File: src/rtl/run_detect_arbiter.sv
// Round-robin shared run-of-ones detector: one accepted bit per cycle updates that
// channel's saved saturating run count; results are tagged with the channel id.
module run_detect_arbiter #(
    parameter int N_CH    = 4,
    parameter int CH_W    = 2,
    parameter int RUN_LEN = 2
) (
    input  logic            clk,
    input  logic            reset,
    input  logic [N_CH-1:0] req_valid,
    input  logic [N_CH-1:0] req_bit,
    input  logic [N_CH-1:0] clr,
    output logic [N_CH-1:0] req_ready,
    output logic            res_valid,
    output logic [CH_W-1:0] res_ch,
    output logic            res_det,
    output logic [N_CH-1:0] det_vec
);

    localparam logic [3:0] RUN_MAX = 4'(RUN_LEN);

    typedef logic [3:0] cnt_t;

    logic [CH_W-1:0] ptr_q, ptr_d;
    cnt_t            cnt_q [N_CH];
    cnt_t            cnt_d [N_CH];
    logic            res_valid_q, res_valid_d;
    logic [CH_W-1:0] res_ch_q, res_ch_d;
    logic            res_det_q, res_det_d;
    logic [N_CH-1:0] det_vec_q, det_vec_d;

    logic [N_CH-1:0] grant;
    logic [CH_W-1:0] gnt_idx;
    logic            gnt_any;
    cnt_t            base;

    // Two passes: channels at or above the pointer first, then the wrapped ones below it.
    always_comb begin
        // NOTE: every variable gets a default before any branch so no latch is inferred.
        grant   = '0;
        gnt_idx = '0;
        gnt_any = 1'b0;
        for (int k = 0; k < N_CH; k++) begin
            if (!gnt_any && req_valid[k] && (CH_W'(k) >= ptr_q)) begin
                grant[k] = 1'b1;
                gnt_idx  = CH_W'(k);
                gnt_any  = 1'b1;
            end
        end
        for (int k = 0; k < N_CH; k++) begin
            if (!gnt_any && req_valid[k] && (CH_W'(k) < ptr_q)) begin
                grant[k] = 1'b1;
                gnt_idx  = CH_W'(k);
                gnt_any  = 1'b1;
            end
        end
        if (reset) begin
            grant   = '0;
            gnt_any = 1'b0;
        end
    end

    assign req_ready = grant;

    always_comb begin
        ptr_d       = ptr_q;
        base        = '0;
        res_valid_d = gnt_any;
        res_ch_d    = res_ch_q;
        res_det_d   = res_det_q;
        if (gnt_any) begin
            ptr_d    = (gnt_idx == CH_W'(N_CH - 1)) ? '0 : gnt_idx + CH_W'(1);
            res_ch_d = gnt_idx;
        end
        // Clear is applied before the accepted bit on the same channel.
        for (int k = 0; k < N_CH; k++) begin
            base = clr[k] ? 4'd0 : cnt_q[k];
            if (grant[k]) begin
                if (req_bit[k]) begin
                    cnt_d[k] = (base == RUN_MAX) ? RUN_MAX : base + 4'd1;
                end else begin
                    cnt_d[k] = 4'd0;
                end
            end else begin
                cnt_d[k] = base;
            end
            det_vec_d[k] = (cnt_d[k] == RUN_MAX);
        end
        if (gnt_any) begin
            res_det_d = |(grant & det_vec_d);
        end
    end

    // NOTE: state registers use non-blocking assignments so every flop samples pre-edge values.
    always_ff @(posedge clk) begin
        // NOTE: the count array is tiny and its value is architectural, so it is reset too.
        if (reset) begin
            ptr_q       <= '0;
            cnt_q       <= '{default: '0};
            res_valid_q <= 1'b0;
            res_ch_q    <= '0;
            res_det_q   <= 1'b0;
            det_vec_q   <= '0;
        end else begin
            ptr_q       <= ptr_d;
            cnt_q       <= cnt_d;
            res_valid_q <= res_valid_d;
            res_ch_q    <= res_ch_d;
            res_det_q   <= res_det_d;
            det_vec_q   <= det_vec_d;
        end
    end

    assign res_valid = res_valid_q;
    assign res_ch    = res_ch_q;
    assign res_det   = res_det_q;
    assign det_vec   = det_vec_q;

endmodule

File: config.mk
export PLATFORM = sky130hd
export DESIGN_NAME = run_detect_arbiter
export DESIGN_NICKNAME = d
export VERILOG_FILES = /design/src/rtl/run_detect_arbiter.sv
export SDC_FILE = /design/constraint.sdc
export NUM_CORES = 1
export LEC_CHECK = 0
export BUFFER_PORTS_ARGS = -buffer_cell sky130_fd_sc_hd__buf_2
export CAP_MARGIN = 20
export CORE_ASPECT_RATIO = 0.8
export CORE_UTILIZATION = 60
export CTS_CLUSTER_DIAMETER = 50
export CTS_CLUSTER_SIZE = 20
export DETAILED_ROUTE_END_ITERATION = 16
export PLACE_DENSITY = 0.83
export SYNTH_ARGS = -nofsm -noshare
export SYNTH_HDL_FRONTEND = slang
export SYNTH_SLANG_ARGS = --single-unit
File: constraint.sdc
create_clock -name clk -period 2.9 [get_ports clk]
set_input_delay 0.435 -clock clk [delete_from_list [all_inputs] [get_ports clk]]
set_output_delay 0.435 -clock clk [all_outputs]
set_load 0.005 [all_outputs]
---- Yosys cells after proc, flatten, opt, wreduce, memory -nomap -nowiden ----
Index checks and enable logic that the tools add are counted.
operators by class
  $add $sub $neg .......................... 5
  magnitude comparators ................... 8
  equality and inequality tests ........... 9
  multiplexer cells ....................... 41
  bitwise operators ....................... 1
  reduce and logical (&&, ||, !) cells .... 23
operators with widths
  cell                                                        number
  2-to-1 mux 4 bit                                            17
  == test 4 x 2 -> 1 bit (second input constant)              8
  2-to-1 mux 1 bit                                            17
  adder 4 x 1 -> 4 bit (second input constant)                4
  logical AND 1 bit                                           15
  2-to-1 mux 2 bit                                            7
  logical NOT 1 bit                                           7
  bitwise AND 4 bit                                           1
  >= comparator 1 x 2 -> 1 bit (first input constant)         2
  >= comparator 2 bit (first input constant)                  2
  less-than comparator 1 x 2 -> 1 bit (first input constant)  2
  less-than comparator 2 bit (first input constant)           2
  OR reduction 4 bit                                          1
  adder 2 x 1 -> 2 bit (second input constant)                1
  == test 2 bit (second input constant)                       1
word-level totals
  register bits after elaboration ......... 26
  bits of input ports ..................... 14
  output and inout port bits .............. 12
  word-level logic and storage cells ...... 96

---- Depth between registers and ports, before layout ----
  depth after elaboration ................. 36
  gate-level depth with buffers ........... 9
  gate-level depth less buffers ........... 9

---- Least setup slack after synthesis ----
No wires, ideal clock.
  kind .................................... input to register
  start ................................... input clr[3]
  end ..................................... register res_det_q (netlist: res_det)
  setup time .............................. 0.117 ns
  arrival time ............................ 1.802 ns
  data required time ...................... 2.783 ns
  slack ................................... 0.981 ns
  stages .................................. 8
  buffers on the path ..................... 0
  path through ............................ nor2b_1 inv_1 ha_1 a21boi_0 nand4b_1 a31oi_1 nor4_2 a22o_1
between the ends
  cells in the longest elaborated chain, start to end .. 8
  elaborated cells between the ends (all ways) .. 9
  classes of those cells .................. add/sub (1); eq/ne (2); mux (4); bitwise (1); reduce/logical (1)
RTL lines
  item                                                            line  text
  from (decl)                                                     12    input logic [N_CH-1:0] clr,
  2-to-1 mux 4 bit *                                              77    base = clr[k] ? 4'd0 : cnt_q[k];
  adder 4 x 1 -> 4 bit or == test 4 x 2 -> 1 bit (tied branches)  80    cnt_d[k] = (base == RUN_MAX) ? RUN_MAX : base + 4'd1;
  2-to-1 mux 4 bit                                                80
  2-to-1 mux 4 bit                                                79    if (req_bit[k]) begin
  2-to-1 mux 4 bit *                                              78    if (grant[k]) begin
  == test 4 x 2 -> 1 bit *                                        87    det_vec_d[k] = (cnt_d[k] == RUN_MAX);
  bitwise AND 4 bit *                                             90    res_det_d = |(grant & det_vec_d);
  OR reduction 4 bit *                                            90
  to (signal assigned)                                            109   res_det_q <= res_det_d;
  to (decl)                                                       29    logic res_det_q, res_det_d;
Mark *: on every way between the ends. The rest lies on a longest branch, timed or not.
A chain may end at the register's enable or synchronous reset.

---- Final worst setup path ----
  start ................................... register ptr_q[1]
  end ..................................... output req_ready[2]
between the ends
  cells in the longest elaborated chain, start to end .. 28
  elaborated cells between the ends (all ways) .. 35
  classes of those cells .................. order compare (7); mux (9); reduce/logical (19)
RTL lines
  item                             line  text
  from (decl)                      24    logic [CH_W-1:0] ptr_q, ptr_d;
  from (signal assigned)           105   ptr_q <= ptr_d;
  >= comparator 1 x 2 -> 1 bit     44    if (!gnt_any && req_valid[k] && (CH_W'(k) >= ptr_q)) begin
  logical AND 1 bit                44
  2-to-1 mux 1 bit                 44
  logical NOT 1 bit                44
  logical AND 1 bit (2 in series)  44
  2-to-1 mux 1 bit                 44
  logical NOT 1 bit                44
  logical AND 1 bit (2 in series)  44
  [8 not listed]                   --
  2-to-1 mux 1 bit                 51    if (!gnt_any && req_valid[k] && (CH_W'(k) < ptr_q)) begin
  logical NOT 1 bit                51
  logical AND 1 bit (2 in series)  51
  2-to-1 mux 1 bit                 51
  logical NOT 1 bit                51
  logical AND 1 bit (2 in series)  51
  2-to-1 mux 1 bit *               51
  2-to-1 mux 4 bit *               57    if (reset) begin
  to (decl)                        13    output logic [N_CH-1:0] req_ready,
Marked as above.

==> impl_results.md <==
* Outcome: finished clean
* Global-route wire length before repair at 6340 um
* Min Tclk post-route at 2.39 ns
* Final core utilization at 70.3%
* Gate Count Post-Synth at 233
* Post_cts resized at 0
* Post-synth EDFFs at 0
* CP max-delay cell: o21ai_1
* GR Overflow Total at 0
* Reg2Reg Launch Point: cnt_q[0]
* Setup TNS at 0 ns
* Hold Path Origin: clr[2]
* Clock tree buffer depth at 2
* H-tree depth at 1
* Dpl hpwl at 2740 um
* Yosys Warn Count at 0
* Design Power at 0.733 mW
* Worst Hold Depth at 2
* Io pins at 26
* Fin. max-slew vios at 0
* Min setup slack post-route at 0.509 ns
* Combinational Power Share at 16.1%
* Share of cells above drive strength 1 at 15.0%
* Drt first pass iters at 4
* Pin count of the biggest net entering global routing at 27
* Total routed wirelength at 3680 um
* Sequential share of power at 51.6%
* Post-synthesis async set-or-reset flop share at 0%
* Hold Buf Count CTS at 0
* Core footprint at 2790 sq um
* Lkg Pwr at 0.807 nW
* Commonest non-fill, non-tap cells in the layout: nor2_1 (33), dfxtp_1 (26), buf_2 (25), a21oi_1 (20), o21ai_0 (14)
* Unique masters post-synth at 49
* Vias at 1701
* Layout Cells excl Fill at 291
* Vias in the first global route at 1452
* Iter 0 DRT Violations at 108
* Commonest non-fill, non-tap cell in the layout: nor2_1
* Clock latency at the later pin of the worst-skew pair at 0.28 ns
* CP max stage delay at 0.69 ns
* Register area share after synthesis at 29.4%
* Fmax at 418 MHz
* Area Growth Syn to Fin at 10.7%
* RSZ-0062 raised after global routing: no
* P per Cell Area at 374 nW/um^2
* Final worst path period share at 82.5%
* Inserted Clock Buffers at 3
* Slew HR at 41.3%
* IO Port Bufs at 25
* DIE AREA at 3170 sq um
* CP max FO at 14
* Syn_area_per_cell at 7.59 sq um
* Max-Cap Viols at 0
* Placed cell count at 287
* Nets at 276
* CTS tree: done
* Diode count at 0
* Setup crit end kind: primary output
* Final Hold Viols at 0
* Min-delay worst type: primary input to flop
* Cell Int Power at 0.536 mW
* Clock share of power at 32.4%
* Routed vias/inst at 5.85
* Initial antenna violation count at 0
* GRT Overall Usage at 25.1%
* Setup CP Type: flop to primary output
* Net Sw Frac at 26.8%
* Drt wl/cell at 12.6 um
* CP startpoint kind: flop
* Standard-cell row count at 17
* #FFs+latches synth at 26
* Initial Util at 63.5%
* Worst-path cell chain: nand2b_1 > a21oi_1 > o21ai_1 > nor2_1 > buf_2
* Sw Pwr at 0.197 mW
* Worst r2r path cells at 8
* Ys flop type: dfxtp_1
* Routability cong. at 0.822
* Setup-failing EPs final at 0
* Pre-CTS setup slack at 0.578 ns
* Clock slew at reported path FFs at 0.09 ns
* Post-synthesis cell area at 1770 sq um
* Chip height at 50.6 um
* Post CTS Setup Buffer Count at 0
* Critical path origin: ptr_q[1]
* Post-route ant nets at 0
* Maximum VDD drop at 0.437 mV
* DRC at 0
* Critical Path AT at 1.96 ns
* CTS sink cnt at 26
* Required @ worst endpoint at 2.47 ns
* Syn_nets at 255
* Clock root cell: clkbuf_8
* Slew @ Worst Pin at 0.875 ns
* Die X at 62.7 um
* Layout Skew at 0.00789 ns
## state kept, by name (all words and copies together), names as in the netlist
register   count
cnt_q         16
det_vec        4
ptr_q          2
res_ch         2
res_det        1
res_valid      1
## Yosys cell counts, types with 5 or more instances
master | instances | share of area (%)
nor2_1 | 33 | 7.0
dfxtp_1 | 26 | 29
a21oi_1 | 20 | 5.7
o21ai_0 | 14 | 4.0
nand2b_1 | 13 | 4.6
nand2_1 | 12 | 2.5
nor3_1 | 10 | 2.8
nor2b_1 | 9 | 3.2
ha_1 | 8 | 5.7
a31oi_1 | 7 | 2.5
inv_1 | 7 | 1.5
clkbuf_1 | 5 | 1.1
nand3_1 | 5 | 1.4
o21bai_1 | 5 | 2.1
## power groups by stage
stage / combinational, mW / sequential, mW / clock (mW)
after CTS: 0.117 / 0.378 / 0.247
after detailed placement: 0.117 / 0.386 / 0
after global routing: 0.132 / 0.380 / 0.259
final: 0.118 / 0.378 / 0.237
after floorplan: 0.0855 / 0.382 / 0
after global placement: 0.115 / 0.386 / 0
## worst max-delay path: cells and delay by family (launching register included)
family / cells / cell delay, ns
buffers and inverters: 1 / 0.16
flip-flops: 1 / 0.53
AND/OR/NAND/NOR: 2 / 0.23
AO/OA/AOI/OAI: 2 / 0.75
## layout make-up
class,count,area (sq um)
multi-input cells,189,1170
fillers,258,828
flip-flops and latches,26,520
repair buffers,27,140
clock buffers,4,55.1
well taps,38,47.5
inverters,7,26.3
## worst paths after layout
kind         slack (ns)            to
max                0.51  req_ready[2]
min                0.37      cnt_q[7]
max reg2reg        0.68       res_det
min reg2reg        0.47     res_ch[1]
## cells by family after synthesis
family / share of synthesized area [%]
xor+xnor: 2.48
mux: 1.70
buf+inv: 4.53
fa+ha+maj: 5.66
simple gates: 30.9
compound gates: 25.3
flops: 29.4
## metal layers
layer / vias to the layer above / track usage [%] / wire length (um)
met4: 0 / 7.36 / 27
met1: 775 / 33.5 / 1780
met5: - / 0 / 0
met3: 2 / 5.00 / 199
met2: 51 / 41.1 / 1670
li1: 873 / - / -
## through the flow
stage          hold WS [ns]  area, sq um
2_1_floorplan         0.453         1770
3_3_place_gp          0.456         1900
3_5_place_dp          0.465         1900
4_1_cts               0.359         1960
5_1_grt               0.374         1960
6_report              0.371         1960
(Power assumes the default switching activity.)
